File: config.mk
export PLATFORM = sky130hd
export DESIGN_NAME = bin2bcd_seq_flat
export DESIGN_NICKNAME = d
export VERILOG_FILES = /design/src/rtl/clock_pkg.sv /design/src/rtl/bin2bcd_seq_if.sv /design/src/rtl/bcd_digit_adj.sv /design/src/rtl/bin2bcd_seq.sv /design/src/flat_wrapper.sv
export SDC_FILE = /design/constraint.sdc
export NUM_CORES = 1
export LEC_CHECK = 0
export CAP_MARGIN = 20
export CORE_AREA = 5 5 71 67
export DETAILED_ROUTE_END_ITERATION = 8
export DIE_AREA = 0 0 76 72
export PLACE_DENSITY = 0.76
export SLEW_MARGIN = 20
export SYNTH_ARGS = -nofsm -noshare
export SYNTH_HDL_FRONTEND = slang
export SYNTH_SLANG_ARGS = --single-unit
File: constraint.sdc
create_clock -name clk -period 1.78 [get_ports clk]
set_input_delay 0.178 -clock clk [delete_from_list [all_inputs] [get_ports clk]]
set_output_delay 0.178 -clock clk [all_outputs]
set_load 0.005 [all_outputs]
File: src/rtl/clock_pkg.sv
// Shared definitions for the binary-to-BCD converter: digit width, add-3
// threshold, FSM state encoding and the minimum-digit-count helper.
package clock_pkg;

    localparam int BCD_DIGIT_W = 4;
    localparam logic [BCD_DIGIT_W-1:0] ADD3_THRESHOLD = 4'd5;

    typedef enum logic [1:0] {
        IDLE  = 2'd0,
        SHIFT = 2'd1,
        DONE  = 2'd2
    } conv_state_e;

    // Decimal digits of 2^w - 1 equal those of 2^w (never a power of ten),
    // i.e. floor(w*log10(2)) + 1; log10(2) is approximated by 30103/100000.
    function automatic int min_bcd_digits(input int bin_width);
        longint scaled;
        scaled = (longint'(bin_width) * 64'sd30103) / 64'sd100000;
        return int'(scaled) + 1;
    endfunction

endpackage

File: src/rtl/bin2bcd_seq_if.sv
// Valid/ready bundle between the binary source, the BCD converter and the
// digit multiplexer; slave is the converter side, master is the source/sink.
interface bin2bcd_seq_if #(
    parameter int BIN_WIDTH  = 8,
    parameter int BCD_DIGITS = 3
);
    logic [BIN_WIDTH-1:0]                        i_bin;
    logic                                        i_valid;
    logic                                        o_ready;
    logic [clock_pkg::BCD_DIGIT_W*BCD_DIGITS-1:0] o_bcd;
    logic [BCD_DIGITS-1:0]                       o_blank;
    logic                                        o_valid;
    logic                                        i_ready;

    modport slave (
        input  i_bin, i_valid, i_ready,
        output o_ready, o_bcd, o_blank, o_valid
    );

    modport master (
        output i_bin, i_valid, i_ready,
        input  o_ready, o_bcd, o_blank, o_valid
    );
endinterface

File: src/rtl/bcd_digit_adj.sv
// Double-dabble correction for one BCD digit: add 3 when the digit is 5 or
// more so that the following left shift carries correctly into the next digit.
module bcd_digit_adj
    import clock_pkg::*;
(
    input  logic [BCD_DIGIT_W-1:0] digit_i,
    output logic [BCD_DIGIT_W-1:0] digit_o
);

    assign digit_o = (digit_i >= ADD3_THRESHOLD) ? digit_i + 4'd3 : digit_i;

endmodule

File: src/rtl/bin2bcd_seq.sv
// Sequential double-dabble binary-to-BCD converter, one bit per clock, with
// valid/ready handshakes on both sides and a leading-zero blanking mask.
module bin2bcd_seq
    import clock_pkg::*;
#(
    parameter int BIN_WIDTH  = 8,
    parameter int BCD_DIGITS = 3
) (
    input  logic          clk,
    input  logic          rst_n,
    bin2bcd_seq_if.slave  bus
);

    localparam int ACC_W = BCD_DIGIT_W * BCD_DIGITS;
    localparam int CNT_W = $clog2(BIN_WIDTH + 1);
    localparam logic [BCD_DIGITS-1:0] BLANK_RST = ~BCD_DIGITS'(1);

    if (BIN_WIDTH < 1) begin : g_bad_width
        $error("bin2bcd_seq: BIN_WIDTH must be at least 1");
    end
    if (BCD_DIGITS < min_bcd_digits(BIN_WIDTH)) begin : g_bad_digits
        $error("bin2bcd_seq: BCD_DIGITS too small for BIN_WIDTH");
    end

    conv_state_e            state_q, state_d;
    logic [BIN_WIDTH-1:0]   sr_q, sr_d, sr_shift;
    logic [ACC_W-1:0]       acc_q, acc_d, acc_adj, acc_shift;
    logic [ACC_W-1:0]       bcd_q, bcd_d;
    logic [BCD_DIGITS-1:0]  blank_q, blank_d, blank_scan;
    logic [CNT_W-1:0]       cnt_q, cnt_d;

    for (genvar gi = 0; gi < BCD_DIGITS; gi++) begin : g_adj
        bcd_digit_adj u_adj (
            .digit_i (acc_q  [gi*BCD_DIGIT_W +: BCD_DIGIT_W]),
            .digit_o (acc_adj[gi*BCD_DIGIT_W +: BCD_DIGIT_W])
        );
    end

    always_comb begin
        {acc_shift, sr_shift} = {acc_adj, sr_q} << 1;
    end

    // Leading-zero mask of the value about to be published; digit 0 always shows.
    always_comb begin
        logic zero_run;
        blank_scan = '0;
        zero_run   = 1'b1;
        for (int k = BCD_DIGITS - 1; k >= 1; k--) begin
            zero_run      = zero_run && (acc_shift[k*BCD_DIGIT_W +: BCD_DIGIT_W] == '0);
            blank_scan[k] = zero_run;
        end
    end

    always_comb begin
        state_d = state_q;
        sr_d    = sr_q;
        acc_d   = acc_q;
        cnt_d   = cnt_q;
        bcd_d   = bcd_q;
        blank_d = blank_q;
        case (state_q)
            IDLE: begin
                if (bus.i_valid) begin
                    sr_d    = bus.i_bin;
                    acc_d   = '0;
                    cnt_d   = '0;
                    state_d = SHIFT;
                end
            end
            SHIFT: begin
                sr_d  = sr_shift;
                acc_d = acc_shift;
                cnt_d = cnt_q + CNT_W'(1);
                if (cnt_q == CNT_W'(BIN_WIDTH - 1)) begin
                    bcd_d   = acc_shift;
                    blank_d = blank_scan;
                    state_d = DONE;
                end
            end
            DONE: begin
                if (bus.i_ready) begin
                    state_d = IDLE;
                end
            end
            default: state_d = IDLE;
        endcase
    end

    always_ff @(posedge clk or negedge rst_n) begin
        if (!rst_n) begin
            state_q <= IDLE;
            sr_q    <= '0;
            acc_q   <= '0;
            cnt_q   <= '0;
            bcd_q   <= '0;
            blank_q <= BLANK_RST;
        end else begin
            state_q <= state_d;
            sr_q    <= sr_d;
            acc_q   <= acc_d;
            cnt_q   <= cnt_d;
            bcd_q   <= bcd_d;
            blank_q <= blank_d;
        end
    end

    assign bus.o_ready = (state_q == IDLE);
    assign bus.o_valid = (state_q == DONE);
    assign bus.o_bcd   = bcd_q;
    assign bus.o_blank = blank_q;

endmodule

File: src/flat_wrapper.sv
// flat-port wrapper written by rule: the top's interface ports become plain ports
module bin2bcd_seq_flat import clock_pkg::*;
#(
    parameter int BIN_WIDTH  = 8,
    parameter int BCD_DIGITS = 3
)
  (clk, rst_n, bus_i_bin, bus_i_valid, bus_i_ready, bus_o_ready, bus_o_bcd, bus_o_blank, bus_o_valid);
  bin2bcd_seq_if #(.BIN_WIDTH(BIN_WIDTH), .BCD_DIGITS(BCD_DIGITS)) bus_i ();
  input  logic clk;
  input  logic rst_n;
  input wire logic [$bits(bus_i.i_bin)-1:0] bus_i_bin;
  input wire logic [$bits(bus_i.i_valid)-1:0] bus_i_valid;
  input wire logic [$bits(bus_i.i_ready)-1:0] bus_i_ready;
  output wire logic [$bits(bus_i.o_ready)-1:0] bus_o_ready;
  output wire logic [$bits(bus_i.o_bcd)-1:0] bus_o_bcd;
  output wire logic [$bits(bus_i.o_blank)-1:0] bus_o_blank;
  output wire logic [$bits(bus_i.o_valid)-1:0] bus_o_valid;
  assign bus_i.i_bin = bus_i_bin;
  assign bus_i.i_valid = bus_i_valid;
  assign bus_i.i_ready = bus_i_ready;
  assign bus_o_ready = bus_i.o_ready;
  assign bus_o_bcd = bus_i.o_bcd;
  assign bus_o_blank = bus_i.o_blank;
  assign bus_o_valid = bus_i.o_valid;
  bin2bcd_seq #(.BIN_WIDTH(BIN_WIDTH), .BCD_DIGITS(BCD_DIGITS)) u_core (.clk(clk), .rst_n(rst_n), .bus(bus_i));
endmodule
After elaboration in Yosys (flattened, before gate mapping)
Index checks and enable logic that the tools add are counted.
- register bits after elaboration: 40
- input bits: 12
- output and inout bits: 17
- word-level logic and storage cells: 40
- add/subtract/negate cells: 4
- order comparisons: 3
- equality and inequality tests: 6
- mux-type cells: 13
- reductions and logical operators: 8
- operators by type and width (kind ; number):
    one-hot mux 12 bit (2 select lines) ; 1
    one-hot mux 8 bit (2 select lines) ; 1
    greater-or-equal comparator 4 x 3 -> 1 bit, second input constant ; 3
    two-way mux 12 bit ; 1
    two-way mux 4 bit ; 3
    adder 4 x 2 -> 4 bit, second input constant ; 2
    logical NOT 4 bit ; 2
    two-way mux 8 bit ; 1
    one-hot mux 4 bit (2 select lines) ; 1
    two-way mux 2 bit ; 3
    one-hot mux 2 bit (3 select lines) ; 1
    adder 4 x 1 -> 4 bit, second input constant ; 1
    == test 4 x 3 -> 1 bit, second input constant ; 1
    inequality test 2 bit, second input constant ; 2
    AND reduction 2 bit ; 2
    adder 3 x 2 -> 3 bit, second input constant ; 1
    two-way mux 3 bit ; 1
    AND reduction 3 bit ; 1
    == test 2 x 1 -> 1 bit, second input constant ; 1
    == test 2 bit, second input constant ; 1
    logical NOT 2 bit ; 1
    inequality test 2 x 1 -> 1 bit, second input constant ; 1
    nonzero test 2 bit ; 1
    logical AND 1 bit ; 1

Depth between registers and ports, before layout
- word-level depth: 4
- mapped depth: 6
- mapped depth without buffers: 6

Cells and area by module
From an unflattened synthesis, not the netlist that was laid out.
- cell total of the unflattened synthesis: 183
- area, all modules: 2030.7 sq um
- by module, submodules not included (module ; times used ; cells each ; area an instance (sq um) ; seq. area each (sq um)):
    bin2bcd_seq ; 1 ; 135 ; 1726.7 ; 1003.5
    bcd_digit_adj ; 3 ; 16 ; 101.3 ; 0.0

Worst setup path before layout
No wires, ideal clock.
- path type: reg-to-reg
- start point: register u_core.acc_q[4]
- end point: register u_core.acc_q[6]
- library setup time: 0.083 ns
- arrival: 1.537 ns
- data required time: 1.697 ns
- setup slack: 0.160 ns
- cell stages (with the launch flop): 7
- path buffers: 0
- period minus slack after synthesis: 1.620 ns
- cell sequence: dfrtp_1 inv_1 ha_1 nand2b_1 a21oi_1 mux2_2 o21ai_0
- word-level cells in the longest chain between the ends: 3
- elaborated cells between the ends (all ways): 4
- those cells by class: add/sub (1); order compare (1); mux (2)
- ends and longest elaborated chain (element ; line ; RTL):
    start, declared ; bin2bcd_seq.sv:27 ; logic [ACC_W-1:0] acc_q, acc_d, acc_adj, acc_shift;
    start signal, assigned ; bin2bcd_seq.sv:93 ; acc_q <= '0;
    start signal, assigned ; bin2bcd_seq.sv:100 ; acc_q <= acc_d;
    adder 4 x 2 -> 4 bit / greater-or-equal comparator 4 x 3 -> 1 bit (equally long branches) ; bcd_digit_adj.sv:10 ; assign digit_o = (digit_i >= ADD3_THRESHOLD) ? digit_i + 4'd3 : digit_i;
    two-way mux 4 bit * ; bcd_digit_adj.sv:10 ;
    one-hot mux 12 bit (2 select lines) * ; bin2bcd_seq.sv:61 ; case (state_q)
Mark *: on every way between the ends. The rest lies on a longest branch, timed or not.
A chain may end at the register's enable or synchronous reset.

Final worst setup path
- start point: register u_core.state_q[0]
- end point: output bus_o_ready
- word-level cells in the longest chain between the ends: 1
- ends and longest elaborated chain (element ; line ; RTL):
    start, declared ; bin2bcd_seq.sv:25 ; conv_state_e state_q, state_d;
    start signal, assigned ; bin2bcd_seq.sv:98 ; state_q <= state_d;
    logical NOT 2 bit ; bin2bcd_seq.sv:107 ; assign bus.o_ready = (state_q == IDLE);
    end, declared ; flat_wrapper.sv:14 ; output wire logic [$bits(bus_i.o_ready)-1:0] bus_o_ready;
Every way passes these cells.

==> results.json <==
{
  "synth_top_cell_by_area": "dfrtp_1",
  "rows": 22,
  "cts-root-buf": "clkbuf_8",
  "crit_buf_inv": 2,
  "die_h_microns": 72,
  "drive_gt1_frac": 0.135,
  "combPwrFrac": 0.447,
  "share_seq_of_total_power": 0.380,
  "drt-initial-drc-count": 105,
  "fin_hold_ws_ns": 0.381,
  "num-fill-cells": 333,
  "peakVddDrop_uv": 650,
  "area_growth_pct": 23.9,
  "crit_family": "buffers and inverters",
  "leakagePower_nw": 1.10,
  "antenna_left": 0,
  "dp.final_hpwl_mm": 2.94,
  "grt-busiest-layer": "met2",
  "finalHoldViolCount": 0,
  "netlist_area_sq_mm": 0.00199,
  "rsz0062_at_grt": "false",
  "drtPass1Iterations": 4,
  "post_cts_buffers": 0,
  "synth-edff-count": 0,
  "start_util": 0.504,
  "wirelength_mm": 4.11,
  "timing.critical_path.fanout_max": 17,
  "core_sq_mm": 0.00394,
  "ys_async_sr_fraction": 1.00,
  "synth_area_leaders": "dfrtp_1, o21ai_0, nand2_1",
  "vias": 1538,
  "syn_inst": 202,
  "p_total_mw": 4.27,
  "drc_errors": 0,
  "syn_avg_cell_area_sq_um": 9.83,
  "maxCapViolCount": 0,
  "grt_pass1_wl_mm": 7.20,
  "setup-violations-final": 0,
  "netlist.area_leader.share": 0.479,
  "numCtsBuffers": 5,
  "finalSetupTns_ns": 0,
  "synth_flop_cell": "dfrtp_1",
  "clkSinkCount": 40,
  "fmax_ghz": 0.592,
  "crit_slowest_cell": "clkdlybuf4s50_1",
  "startpoint_type": "register",
  "power.density_mw_per_mm2": 1730,
  "min_period_ns": 1.69,
  "yosysSeqAreaShare": 0.505,
  "layout_worst_path_cycle_share": 0.950,
  "cts_tree": "built",
  "cts_buffer_depth": 2,
  "grt_max_degree": 22,
  "final_cell_mix": "dfrtp_1, nand2_1, o21ai_0",
  "clock_latency_ns": 0.30,
  "hp-class": "primary input to async pin",
  "grt_pass1_vias": 1552,
  "place_congestion": 0.794,
  "grt_use_met3": 0.0583,
  "nNetsFinal": 255,
  "grtUsageMet1": 0.211,
  "slowest_delay_ns": 0.50,
  "num_antenna_cells": 0,
  "skew_ns": 0.00980,
  "worstSetupEndpointType": "output port",
  "synth_seq_cells": 40,
  "die-width_microns": 76,
  "clk_pin_slew_worst_paths_ns": 0.08,
  "die_area_sq_mm": 0.00547,
  "intPower_mw": 2.70,
  "tightestPinTransition_ns": 0.511,
  "overflow": 0,
  "io_pins": 29,
  "avgRoutedWirePerCell_microns": 14.4,
  "yosysWarnings": 0,
  "required_ns": 1.60,
  "slew_viol_final": 0,
  "path_class": "register to output port",
  "synth_cell_types": 36,
  "power.share.clock": 0.173,
  "globalRouteMet2Util": 0.258,
  "status": "completed",
  "grtUsageTotal": 0.163,
  "crit_path_cell_trace": "buf_4 > nor2_1 > clkdlybuf4s50_1",
  "numPortBuffers": 27,
  "p_sw_frac": 0.367,
  "relSlewSlack": 0.660,
  "syn_nets": 221,
  "final_core_util": 0.625,
  "htreeDepth": 2,
  "viasPerCell": 5.40,
  "arrival_ns": 1.51,
  "antenna_found_initial": 0,
  "final_common_cell": "dfrtp_1",
  "power_switching_mw": 1.57
}
## metal layers
layer  up-vias  share of wire
met4         0          0.010
met3         7          0.053
met1       738           0.46
met5         -              0
li1        760              -
met2        33           0.48
## area by class of cell
cell class	instances	area [sq um]	share of cell area
Multi-Input combinational cell	143	901	0.366
Inverter	9	33.8	0.0137
Timing Repair Buffer	37	355	0.144
Sequential cell	40	1000	0.408
Clock buffer	6	72.6	0.0295
Clock inverter	2	35.0	0.0142
Tap cell	48	60.1	0.0244
## synth_stat cells, drive strengths merged, types with 2 or more instances
cell type and instances:
nor2 9, buf 7, mux2i 3, clkbuf 3
ha 7, nor3 3, mux2 5, a21oi 14
dfrtp 38, and2 2, xnor2 3, o21ai 31
dfstp 2, nor3b 8, a22oi 3, nand2b 5
inv 9, nand2 33, a22o 6
## sequential cells by signal, summed over array words and instances (netlist names)
register / cells
u_core.bus.o_blank: 2
u_core.cnt_q: 4
u_core.acc_q: 12
u_core.state_q: 2
u_core.sr_q: 8
u_core.bus.o_bcd: 12
## cell families (layout without fill, tap and decap cells)
kind of cell / count (synthesis) / after routing / share of synthesized area
adders and majority gates: 7 / 7 / 0.0441
other: 1 / 1 / 0.00189
and+or+nand+nor: 66 / 66 / 0.172
buffers and inverters: 19 / 54 / 0.0479
xor gates and xnor gates: 3 / 3 / 0.0132
DFF: 40 / 40 / 0.505
AOI/OAI and AO/OA: 58 / 58 / 0.172
muxes: 8 / 8 / 0.0435
## repair_timing
action	in CTS	in global routing
setup endpoints to repair	0	6
hold buffers	1	0
gates resized for setup	0	4
hold endpoints to repair	20	0
## stage by stage
| step | worst slack, ns | area [sq um] | cells |
|---|---|---|---|
| floorplan | 0.160 | 1990 | 202 |
| global placement | 0.134 | 2330 | 276 |
| detailed placement | 0.0787 | 2330 | 276 |
| CTS | 0.0481 | 2450 | 285 |
| global route | 0.00633 | 2460 | 285 |
| finish | 0.0894 | 2460 | 285 |
## final timing paths
kind	end	slack [ns]	startpoint	cells after the start
worst max-delay path	bus_o_ready	0.09	u_core.state_q[0]	3
worst min-delay path	u_core.state_q[0]	0.38	rst_n	2
worst max register to register	u_core.bus.o_blank[1]	0.10	u_core.acc_q[8]	6
worst min register to register	u_core.bus.o_blank[2]	0.47	u_core.bus.o_blank[2]	2
max in group asynchronous	u_core.bus.o_blank[1]	0.84	rst_n	3
min in group clk	u_core.state_q[1]	0.44	bus_i_ready	2
## worst reg2reg max path: stages, from the launching register on
cell and delay (ns):
dfrtp_1 0.44, inv_1 0.11, ha_1 0.22, nand2b_1 0.10, a21oi_2 0.24, mux2i_1 0.16
o41ai_2 0.32
## power by group through the flow
stage                     logic (mW)  clock network (mW)  registers, mW
after floorplan                 1.23                   0           1.57
after global placement          1.83                   0           1.61
after detailed placement        1.89                   0           1.63
after CTS                       1.91               0.747           1.61
after global routing            2.15               0.791           1.69
final                           1.91               0.737           1.62
No activity file was read; power rests on OpenSTA's default activity.
